==> src/rtl/rf_pkg.sv <==
// rf_pkg: register-file widths and shared index/word/select types.
package rf_pkg;
    localparam int DATA_W = 32;
    localparam int NREG   = 16;
    localparam int ADDR_W = $clog2(NREG);
    typedef logic [ADDR_W-1:0] reg_idx_t;
    typedef logic [DATA_W-1:0] reg_word_t;
    typedef logic [NREG-1:0]   reg_sel_t;
endpackage

==> src/rtl/onehot_check.sv <==
// onehot_check: flags an exactly-one-hot select and encodes its bit position.
module onehot_check
    import rf_pkg::*;
(
    input  reg_sel_t sel,
    output logic     valid,
    output reg_idx_t index
);
    assign valid = (sel != '0) && ((sel & (sel - reg_sel_t'(1))) == '0);
    always_comb begin
        index = '0;
        for (int i = 0; i < NREG; i++)
            if (sel[i]) index = reg_idx_t'(i);
    end
endmodule

==> src/rtl/reg_bank.sv <==
// reg_bank: architectural register array with one-hot writeback, two forwarding
// read ports and a per-register pending scoreboard for issue stalls.
module reg_bank
    import rf_pkg::*;
(
    input  logic              clk,
    input  logic              rst_n,
    input  logic              wr_en,
    input  logic [NREG-1:0]   wr_onehot,
    input  logic [DATA_W-1:0] wr_data,
    input  logic [ADDR_W-1:0] rd_addr_a,
    input  logic [ADDR_W-1:0] rd_addr_b,
    output logic [DATA_W-1:0] rd_data_a,
    output logic [DATA_W-1:0] rd_data_b,
    input  logic              rsv_en,
    input  logic [ADDR_W-1:0] rsv_addr,
    output logic              busy_a,
    output logic              busy_b,
    output logic [NREG-1:0]   pending,
    output logic              onehot_err
);
    reg_word_t regs [NREG];
    logic      sel_valid;
    reg_idx_t  wr_idx;
    logic      legal, hit_a, hit_b;
    reg_sel_t  next_pending;

    onehot_check u_check (.sel(wr_onehot), .valid(sel_valid), .index(wr_idx));

    assign legal     = wr_en & sel_valid;
    assign hit_a     = legal && (wr_idx == rd_addr_a);
    assign hit_b     = legal && (wr_idx == rd_addr_b);
    assign rd_data_a = hit_a ? wr_data : regs[rd_addr_a];
    assign rd_data_b = hit_b ? wr_data : regs[rd_addr_b];
    assign busy_a    = pending[rd_addr_a] & ~hit_a;
    assign busy_b    = pending[rd_addr_b] & ~hit_b;
    // Reservation is applied after the retire-clear so a new producer wins.
    assign next_pending = (pending & ~(legal ? wr_onehot : '0))
                        | (rsv_en ? (reg_sel_t'(1) << rsv_addr) : '0);

    always_ff @(posedge clk or negedge rst_n) begin
        if (!rst_n) begin
            for (int i = 0; i < NREG; i++) regs[i] <= '0;
            pending    <= '0;
            onehot_err <= 1'b0;
        end else begin
            if (legal) regs[wr_idx] <= wr_data;
            pending    <= next_pending;
            onehot_err <= wr_en & ~sel_valid;
        end
    end
endmodule

==> config.mk <==
export PLATFORM = sky130hd
export DESIGN_NAME = reg_bank
export DESIGN_NICKNAME = d
export VERILOG_FILES = /design/src/rtl/rf_pkg.sv /design/src/rtl/onehot_check.sv /design/src/rtl/reg_bank.sv
export SDC_FILE = /design/constraint.sdc
export NUM_CORES = 1
export LEC_CHECK = 0
export BUFFER_PORTS_ARGS = -buffer_cell sky130_fd_sc_hd__buf_4
export CAP_MARGIN = 20
export CORE_UTILIZATION = 64
export CTS_BUF_LIST = sky130_fd_sc_hd__clkbuf_8
export DETAILED_ROUTE_END_ITERATION = 10
export PLACE_DENSITY = 0.83
export SYNTH_ARGS = -nofsm -noshare
export SYNTH_HDL_FRONTEND = slang
export SYNTH_HIERARCHICAL = 1
export SYNTH_SLANG_ARGS = --single-unit
==> constraint.sdc <==
create_clock -name clk -period 3 [get_ports clk]
set_input_delay 0.3 -clock clk [delete_from_list [all_inputs] [get_ports clk]]
set_output_delay 0.3 -clock clk [all_outputs]
set_load 0.02 [all_outputs]
# == Word-level counts from Yosys, hierarchy flattened ==
# Index checks and enable logic that the tools add are counted.
# totals
regBits,529
input_bits,64
out_inout_bits,83
elab_cells,80
# classes
n_addsub,1
n_lt_le_gt_ge,6
n_eq_ne,2
n_shift,1
muxes,32
n_bitwise,14
n_reduce_logical,6
# ops
cell,count
$bwmux W512,1
$bmux W32 S4,2
$mux W32,7
$demux W32 S4,1
$and A16 B16 Y16,2
$mux W16,2
$mux W4,8
$logic_not A16 Y1,1
$not A16 Y16,1
$or A16 B16 Y16,1
$reduce_bool A16 Y1,1
$shl A1 B4 Y16 const A,1
$sub A16 B1 Y16 const B,1
$ge A5 B5 Y1 const B,3
$not A4 Y5,3
$mux W3,4
$lt A4 B5 Y1 const B,2
$bmux W1 S4,2
$eq A4 B4 Y1,2
$lt A5 B1 Y1 const B,1
$and A1 B1 Y1,4
$logic_and A1 B1 Y1,4
$mux W2,2
$mux W1,3
$not A1 Y1,3

# == Longest topological paths before layout ==
# Gate-level depths: netlist of the first run.
# logic_depth
depth_word,21
mapped_depth,11
ltp_nobuf,9

# == By module ==
# Netlist of the first run, hierarchy kept.
# by_module_without_submodules
mod,n_inst,cells_per_inst,area_per_inst_um2,seq_area_each_um2
reg_bank,1,1847,28616.2,13237.7
onehot_check,1,47,312.8,0.0

# == Worst setup path before layout of the first run ==
# Ideal clock, no wire load.
# synth_path
path_type,input port to flip-flop
from,input wr_onehot[2]
to,register regs[129] in the netlist's numbering
setup_ns,0.125
arrival_time_ns,2.841
t_required_ns,2.875
slack_ns,0.034
stages,11
path_buffers,2
cell_sequence,nor4_4 nand2b_2 a2111oi_2 nor2_1 nor4_1 and2_1 buf_2 nand3_1 nor2_1 buf_2 mux2_2
# synth_between
elab_cells_between_ends,27
cone_classes,add/sub: 1; order compare: 2; mux: 17; bitwise: 3; reduce/logical: 4
# synth_lines
item,line,source
from (decl),reg_bank.sv:9,"input logic [NREG-1:0] wr_onehot,"
$sub A16 B1 Y16,onehot_check.sv:9,assign valid = (sel != '0) && ((sel & (sel - reg_sel_t'(1))) == '0);
$and A16 B16 Y16,onehot_check.sv:9,
$logic_not A16 Y1,onehot_check.sv:9,
$logic_and A1 B1 Y1 (*),onehot_check.sv:9,
via sel_valid,reg_bank.sv:23,logic sel_valid;
$and A1 B1 Y1 (*),reg_bank.sv:30,assign legal = wr_en & sel_valid;
"to (signal, indexed assignment)",reg_bank.sv:47,if (legal) regs[wr_idx] <= wr_data;
to (decl),reg_bank.sv:22,reg_word_t regs [NREG];
# The timed path passes the listed nets; every way through them passes the cells marked *.
# A chain may end at the register's enable or synchronous reset.

# == Worst setup path after layout of the first run ==
# layout_path
from,input wr_onehot[2]
to,output rd_data_a[27]
# layout_between
elab_cells_between_ends,23
cone_classes,add/sub: 1; eq/ne: 1; mux: 15; bitwise: 2; reduce/logical: 4
# layout_lines
item,line,source
$sub A16 B1 Y16,onehot_check.sv:9,
$and A16 B16 Y16,onehot_check.sv:9,
$logic_not A16 Y1,onehot_check.sv:9,
$logic_and A1 B1 Y1 (*),onehot_check.sv:9,
via sel_valid,reg_bank.sv:23,
$and A1 B1 Y1 (*),reg_bank.sv:30,
$logic_and A1 B1 Y1 (*),reg_bank.sv:31,assign hit_a = legal && (wr_idx == rd_addr_a);
$mux W32 (*),reg_bank.sv:33,assign rd_data_a = hit_a ? wr_data : regs[rd_addr_a];
to (decl),reg_bank.sv:13,"output logic [DATA_W-1:0] rd_data_a,"
# Marks and branches as above.

==> results of run 1 <==
## final timing paths
check	slack, ns	endpoint	start	depth (start not counted)
max in group asynchronous	1.79	regs[399]	rst_n	3
worst min-delay path	0.02	regs[72]	wr_data[8]	2
worst min register to register	0.51	regs[391]	regs[391]	1
min in group asynchronous	0.27	regs[352]	rst_n	2
worst max register to register	1.77	pending[2]	pending[2]	3
worst max-delay path	-0.01	rd_data_a[27]	wr_onehot[2]	13
## per-layer routing
layer	global-route usage (%)	share of wire, %	routed length (um)
met5	0	0	0
met3	7.23	8.4	6570
met4	14.9	3.6	2820
met2	56.7	50	38900
met1	46.5	38	30000
## power breakdown
part / switching (mW) / internal [mW] / total, mW
clock: 2.97 / 3.32 / 6.28
combinational: 0.762 / 0.461 / 1.22
sequential: 0.0506 / 7.18 / 7.23
total: 3.78 / 11.0 / 14.7
## final cells by class
class	count	area [um^2]	share of cell area, %
Clock buffer	104	1430	4.26
Clock inverter	52	287	0.853
Inverter	5	18.8	0.0559
Multi-Input combinational cell	1174	14900	44.4
Sequential cell	529	13200	39.4
Tap cell	592	741	2.21
Timing Repair Buffer	306	2950	8.79
## kinds of logic after synthesis
logic type / synth area share (%)
mux: 43.9
flops: 45.8
buf+inv: 3.35
compound gates: 4.10
simple gates: 2.55
xor+xnor: 0.242
fa+ha+maj: 0.0692
## through the flow
stage          setup TNS, ns  std cells  cell area (um^2)
6_report             -0.0123       2762             33600
5_1_grt                -3.55       2762             33600
4_1_cts              -0.0203       2762             33600
3_5_place_dp         -119.27       2578             31500
3_3_place_gp          -97.28       2578             31500
2_1_floorplan              0       1894             28900
## worst reg2reg max path, stage by stage, from the launching register on
cell           delay (ns)
dfrtp_1              0.42
nand2_1              0.07
o31ai_1              0.06
dlygate4sd3_1        0.56
## cells in the final DEF, fill, tap and decap left out, drive strengths merged, types with 5 or more instances in the layout
cell type    count
and2             5
mux2           576
a22oi          124
clkbuf         106
nand3            5
nor4             7
dlygate4sd3     25
o31ai            5
nor2b            7
o21ai           11
dfrtp          529
buf            279
clkinvlp         5
nor2            18
inv             44
clkinv           6
nor3             6
xor2             6
mux4           268
nand2           99
## sequential cells by signal (all words and copies together) (netlist names)
| signal | count |
|---|---|
| pending | 16 |
| onehot_err | 1 |
| regs | 512 |
## repair_timing
item	CTS	global route
pin swaps	2	1
gates resized for setup	7	4
setup buffers	3	0
hold buffers	25	0
setup endpoints to repair	66	66
endpoints found under the hold margin	241	0
==> results.yml, run 1 <==
logic_synthesis:
  syn_area_um2: 28900
  synthesis.nets: 1958
  synth.avg_cell_area_um2: 15.3
  ys.flop_type: "dfrtp_1"
  synth.most_common_cell: "mux2_2"
  yosysTopAreaCellShare_pct: 45.8
  synthTopCellsByArea: "dfrtp_1, mux2_2, mux4_2"
  synth-edff-count: 0
  synthArstFlopShare_pct: 100
  synthTopCellsByCount: "mux2_2, dfrtp_1, mux4_2"
  synth_seq_cells: 529
  syn_inst: 1894
  synth_top_area_cell: "dfrtp_1"
  ys_seq_area_share_pct: 45.8
  ys_types: 47
  yosysWarnings: 6
setup_path:
  crit_chain: "buf_4, nor4_4, buf_4, nand3_2, a211oi_2, a21oi_1, nor4_2, buf_4, and2_4, nand3_4, buf_12, mux2_2, buf_4"
  slowest_delay_ns: 0.39
  path_class: "input pin to output port"
  cpMostUsedCell: "buf_4"
  cp_slowest_cell: "nor4_4"
  worstPathArrival_ns: 2.71
  required_ns: 2.70
  end_kind: "output port"
  path_buf_inv: 5
  cp_top_family: "simple AND/OR/NAND/NOR gates"
  critPathLaunchType: "input pin"
  cp_max_fo: 18
sta:
  setup_viol: 1
  tightestPinTransition_ns: 0.849
  clock_skew_ns: 0
  period_share_pct: 100
  hold_violations: 0
  fmax_mhz: 332
  worst_slack_ns: -0.0123
  slew_violations: 0
  hold_ws_ns: 0.0219
  slew-limit-headroom_pct: 43.4
  rsz0062_at_grt: "true"
  fin_crit_ns: 3.01
floorplan:
  io_pins: 147
  die_w_um: 215
  core_area_um2: 44400
  placementRows: 77
  start_util_pct: 65.1
  die_area_um2: 46100
  die_h_um: 215
status:
  status: "finished, violations left"
  violations: "setup timing"
clocking:
  numCtsBuffers: 88
  clk_latency_ns: 0.66
  h-tree-depth: 3
  cts_sinks: 529
  clk_pin_slew_ns: 0.06
  root_buffer: "clkbuf_8"
  clock_path_buffers: 3
  tritoncts: "built"
place:
  pre_cts_ws_ns: -0.327
  gp_congestion: 0.849
  dpl.hpwl_mm: 48.7
  portBuffers: 146
global_routing:
  overflow: 0
  grt_pass1_vias: 20900
  grt_pass1_wl_mm: 122
  grt_start_max_net_pins: 87
  antenna_found_initial: 0
  grt.total_usage_pct: 35.0
final_layout:
  utilization_pct: 75.6
  nFillCells: 2578
  area_growth_pct: 16.1
  fin_nets: 2168
  antenna_cells: 0
  final_layout_size_suffix_gt1_share_pct: 56.5
drt:
  vias_per_cell: 7.06
  ant_nets: 0
  wl_per_cell_um: 28.4
  via_count: 19500
  drt-initial-drc-count: 1880
  first_pass_iters: 5
  drc: 0
  routed_wl_mm: 78.3
power:
  max-vdd-ir-drop_mv: 0.348
  finalPower_mw: 14.7
  p_leak_nw: 16.2
  power.density_nw_per_um2: 439
min_path:
  hold_path.class: "input pin to register"
run:
  maxCapViolations: 0
Note: power is estimated with default switching activity, not from simulation.
==> run 2, diff against run 1 <==
--- a/config.mk
+++ b/config.mk
@@ -7,10 +7,10 @@
 export LEC_CHECK = 0
 export BUFFER_PORTS_ARGS = -buffer_cell sky130_fd_sc_hd__buf_4
 export CAP_MARGIN = 20
-export CORE_UTILIZATION = 64
-export CTS_BUF_LIST = sky130_fd_sc_hd__clkbuf_8
+export CORE_UTILIZATION = 62
 export DETAILED_ROUTE_END_ITERATION = 10
-export PLACE_DENSITY = 0.83
+export PLACE_DENSITY = 0.81
+export SLEW_MARGIN = 15
 export SYNTH_ARGS = -nofsm -noshare
 export SYNTH_HDL_FRONTEND = slang
 export SYNTH_HIERARCHICAL = 1
==> constraint.sdc (replaced) <==
create_clock -name clk -period 3 [get_ports clk]
set_input_delay 0.3 -clock clk [delete_from_list [all_inputs] [get_ports clk]]
set_output_delay 0.3 -clock clk [all_outputs]
set_load 0.05 [all_outputs]
==> run 2 against run 1 <==
Compared with the run above:
- the run still ends with setup timing left
- critical path type unchanged
- total power increased by 7.5%
- highest routed layer unchanged
- sequential power is essentially flat
- critical path depth is 1 higher
==> results.yml, run 2 (synthesis gave the netlist of run 1 again) <==
global_routing:
  grt_pass1_wl_mm: 126
  antenna_found_initial: 0
  overflow: 0
  grt_pass1_vias: 20600
  grt.total_usage_pct: 35.4
  grt_start_max_net_pins: 88
drt:
  wl_per_cell_um: 30.0
  routed_wl_mm: 81.2
  first_pass_iters: 5
  drt-initial-drc-count: 1827
  via_count: 19400
  drc: 0
  vias_per_cell: 7.17
  ant_nets: 0
status:
  violations: "setup timing"
  status: "finished, violations left"
clocking:
  numCtsBuffers: 55
  cts_sinks: 529
  tritoncts: "built"
  clk_latency_ns: 0.60
  h-tree-depth: 2
  clock_path_buffers: 3
  clk_pin_slew_ns: 0.06
  root_buffer: "clkbuf_16"
power:
  p_leak_nw: 16.3
  max-vdd-ir-drop_mv: 0.517
  power.density_nw_per_um2: 464
setup_path:
  path_class: "input pin to output port"
  startpoint: "wr_onehot[0]"
  ff2ff_setup_slack_ns: 1.77
  critPathLaunchType: "input pin"
  crit_end: "rd_data_a[3]"
  reg2regPathDepth: 3
  required_ns: 2.70
  cp_max_fo: 6
  reg2reg_to: "pending[10]"
  worstPathArrival_ns: 2.84
  regToRegStartpoint: "pending[10]"
  end_kind: "output port"
sta:
  setup_viol: 64
  hold_violations: 0
  rsz0062_at_grt: "true"
  setup_tns_ns: -5.77
  fmax_mhz: 318
  period_share_pct: 105
  slew_violations: 0
  worst_slack_ns: -0.143
  tightestPinTransition_ns: 0.817
  hold_ws_ns: 0.0168
  fin_crit_ns: 3.14
  clock_skew_ns: 0
  slew-limit-headroom_pct: 45.5
min_path:
  hold_path.class: "input pin to register"
  hold_depth: 2
floorplan:
  placementRows: 78
  start_util_pct: 63.3
  io_pins: 147
  die_h_um: 218
  die_w_um: 218
  die_area_um2: 47500
  core_area_um2: 45700
final_layout:
  nFillCells: 2690
  fin_nets: 2128
  regMostFlops: "regs"
  top_regs: "regs (512), pending (16), onehot_err (1)"
  area_growth_pct: 18.1
  antenna_cells: 0
  final_common_cell: "mux2_2"
  largest_register_ffs: 512
  final_layout_size_suffix_gt1_share_pct: 57.5
  layout_common_cells: "mux2_2, dfrtp_1, mux4_2"
place:
  gp_congestion: 0.862
  portBuffers: 146
  dpl.hpwl_mm: 47.7
run:
  maxCapViolations: 0
==> run 2: how the worst min path moves through the flow <==
stage	start	to	slack [ns]
2_1_floorplan	rst_n	onehot_err	0.004
3_3_place_gp	rst_n	pending[2]	0.39
3_5_place_dp	rst_n	pending[5]	0.40
6_report	wr_en	onehot_err	0.02
4_1_cts	wr_en	onehot_err	0.005
5_1_grt	wr_en	onehot_err	0.01
==> run 2: what timing repair did <==
| action | 4_1_cts | 5_1_grt |
|---|---|---|
| resized for setup | 81 | 19 |
| buffers inserted | 8 | 6 |
| setup endpoints to repair | 66 | 66 |
| pin swaps | 3 | 0 |
| gates cloned | 4 | 2 |
| hold endpoints to repair | 81 | 0 |
| hold buffers | 4 | 0 |
==> run 2: power breakdown <==
group | switching (mW) | total, mW | internal (mW) | leakage, nW
clock | 2.96 | 7.28 | 4.32 | 0.944
sequential | 0.0470 | 7.22 | 7.17 | 7.33
combinational | 0.878 | 1.34 | 0.466 | 8.02
==> run 2: metrics by stage <==
stage	total power [mW]	util (%)	worst slack, ns	instance area, um^2	std cells
after floorplan	8.02	-	0.0339	28900	1894
after global placement	8.63	69.2	-0.330	31600	2586
after detailed placement	8.66	69.2	-0.355	31600	2586
after CTS	15.9	74.6	-0.101	34100	2703
after global routing	16.3	74.8	-0.264	34200	2708
final	15.8	74.8	-0.143	34200	2708
==> run 2: cell type report <==
type / count / area (um^2) / area share [%]
tap: 600 / 751 / 2.20
inverter: 5 / 18.8 / 0.0549
multi-input combinational: 1174 / 15000 / 43.9
sequential: 529 / 13200 / 38.8
timing repair buffer: 299 / 3250 / 9.52
clock inverter: 22 / 309 / 0.905
clock buffer: 79 / 1610 / 4.71
==> run 2: worst max-delay path: stages <==
cell	delay, ns
buf_8	0.10
nor4_4	0.34
buf_4	0.19
nand3_4	0.08
a211oi_2	0.18
a21oi_1	0.06
nor4_1	0.30
buf_4	0.18
and2_4	0.18
nand3_4	0.12
buf_4	0.19
clkbuf_16	0.15
mux2_2	0.26
buf_4	0.19
==> run 2: routing by layer <==
layer | share of wire [%] | vias up | routed length, um | track usage (%)
met4 | 4.7 | 0 | 3790 | 16.0
met5 | 0 | - | 0 | 0
met2 | 49 | 1071 | 39400 | 56.2
li1 | - | 7783 | - | -
met1 | 38 | 10300 | 31000 | 48.0
met3 | 8.6 | 238 | 6980 | 6.60
==> run 3, diff against run 2 <==
--- a/config.mk
+++ b/config.mk
@@ -10,6 +10,7 @@
 export CORE_UTILIZATION = 62
 export DETAILED_ROUTE_END_ITERATION = 10
 export PLACE_DENSITY = 0.81
+export REMOVE_ABC_BUFFERS = 1
 export SLEW_MARGIN = 15
 export SYNTH_ARGS = -nofsm -noshare
 export SYNTH_HDL_FRONTEND = slang
==> run 3 against run 2 <==
Compared with the run above:
- the flow still finishes with violations (setup timing)
- via count is 0.42% lower
- sequential share of layout area is 0.10 points higher
- setup slack better by 0.028 ns
- combinational power hardly changed
- worst hold slack better by 0.020 ns
- flip-flop and latch count stayed put
- register-to-register slack hardly changed
- sequential power hardly changed
- critical endpoint is now rd_data_b[23]
- largest cell class unchanged
- highest routed layer unchanged
==> results.yml, run 3 (synthesis gave the netlist of run 1 again) <==
setup_path:
  critPathLaunchType: "input pin"
  required_ns: 2.70
  end_kind: "output port"
  worstPathArrival_ns: 2.82
  cp_max_fo: 8
  path_class: "input pin to output port"
floorplan:
  core_area_um2: 45700
  io_pins: 147
  die_area_um2: 47500
  die_w_um: 218
  placementRows: 78
  die_h_um: 218
  start_util_pct: 63.3
clocking:
  numCtsBuffers: 56
  clock_path_buffers: 3
  cts_sinks: 529
  tritoncts: "built"
  clk_latency_ns: 0.61
  clk_pin_slew_ns: 0.06
  root_buffer: "clkbuf_16"
  h-tree-depth: 2
status:
  status: "finished, violations left"
  violations: "setup timing"
place:
  dp_cells: 2594
  portBuffers: 146
  gp_congestion: 0.893
  dpl.hpwl_mm: 50.7
  pre_cts_ws_ns: -0.359
  placed_cell_area_um2: 31700
drt:
  drt-initial-drc-count: 1801
  routed_wl_mm: 81.4
  via_count: 19300
  ant_nets: 0
  first_pass_iters: 5
  wl_per_cell_um: 30.0
  drc: 0
  vias_per_cell: 7.13
sta:
  setup_tns_ns: -3.26
  hold_ws_ns: 0.0369
  hold_violations: 0
  tightestPinTransition_ns: 0.731
  worst_slack_ns: -0.115
  slew_violations: 0
  fin_crit_ns: 3.12
  clock_skew_ns: 0
  rsz0062_at_grt: "true"
  setup_viol: 64
  period_share_pct: 104
  fmax_mhz: 321
  slew-limit-headroom_pct: 51.3
final_layout:
  layout_common_cells: "mux2_2, dfrtp_1, mux4_2"
  multi_input_area_um2: 15000
  stdcell_count: 2715
  area_growth_pct: 17.8
  top_regs: "regs (512), pending (16), onehot_err (1)"
  antenna_cells: 0
  fin_nets: 2134
  regMostFlops: "regs"
  nFillCells: 2755
  largest_register_ffs: 512
  seq_area_um2: 13200
  final_layout_size_suffix_gt1_share_pct: 57.6
  utilization_pct: 74.6
  final_common_cell: "mux2_2"
  fin_area_um2: 34100
global_routing:
  grt_pass1_wl_mm: 125
  grtUsageMet3_pct: 6.51
  grt_pass1_vias: 20600
  grtUsageMet1_pct: 47.7
  grt_start_max_net_pins: 81
  top_usage_layer: "met2"
  grt_use_met2_pct: 56.3
  overflow: 0
  grt.total_usage_pct: 35.2
  antenna_found_initial: 0
power:
  p_leak_nw: 16.3
  max-vdd-ir-drop_mv: 0.540
  power.density_nw_per_um2: 465
  finalPower_mw: 15.8
min_path:
  hold_path.class: "input pin to register"
run:
  maxCapViolations: 0
[run 3: layout make-up]
class | instances | area share (%)
inverter | 5 | 0.0551
clock inverter | 22 | 0.830
timing repair buffer | 304 | 9.32
multi-input combinational | 1174 | 43.9
clock buffer | 81 | 4.81
sequential | 529 | 38.9
tap | 600 | 2.20
[run 3: repair_timing]
item	in CTS	in global routing
pin swaps	4	2
setup buffers	5	5
setup endpoints to repair	66	77
hold endpoints to repair	71	0
cloned	1	2
hold buffers	5	0
resized for setup	34	25
[run 3: per-layer routing]
metal / wire (um) / share of wire (%) / vias to the layer above
li1: - / - / 7782
met1: 31400 / 39 / 10400
met2: 40400 / 50 / 971
met3: 6210 / 7.6 / 218
met4: 3430 / 4.2 / 0
met5: 0 / 0 / -
[run 3: path summary, 6_finish.rpt]
kind                            cells after the start       endpoint           from  slack (ns)
worst max-delay path                               13  rd_data_b[23]   wr_onehot[2]       -0.12
worst min-delay path                                4    pending[12]  wr_onehot[12]        0.04
worst max register to register                      3    pending[10]    pending[10]        1.76
worst min register to register                      1      regs[205]      regs[205]        0.52
max in group asynchronous                           4      regs[364]          rst_n        1.73
min in group asynchronous                           2       regs[55]          rst_n        0.31
[run 3: where the power goes]
part	internal [mW]	switching (mW)	total (mW)	leakage, nW
Combinational	0.471	0.883	1.35	7.99
Clock	4.30	2.97	7.27	0.941
Sequential	7.17	0.0529	7.23	7.33
Total	11.9	3.90	15.8	16.3
[run 3: critical path, cell delays in order]
cell and delay (ns):
buf_8 0.10, nor4_4 0.40, buf_4 0.19, nand3_2 0.11, a211oi_2 0.17, a21oi_1 0.07, nor4_2 0.33, and2_4 0.24
nand3_4 0.08, buf_12 0.17, buf_12 0.15, mux2_2 0.32, buf_6 0.17
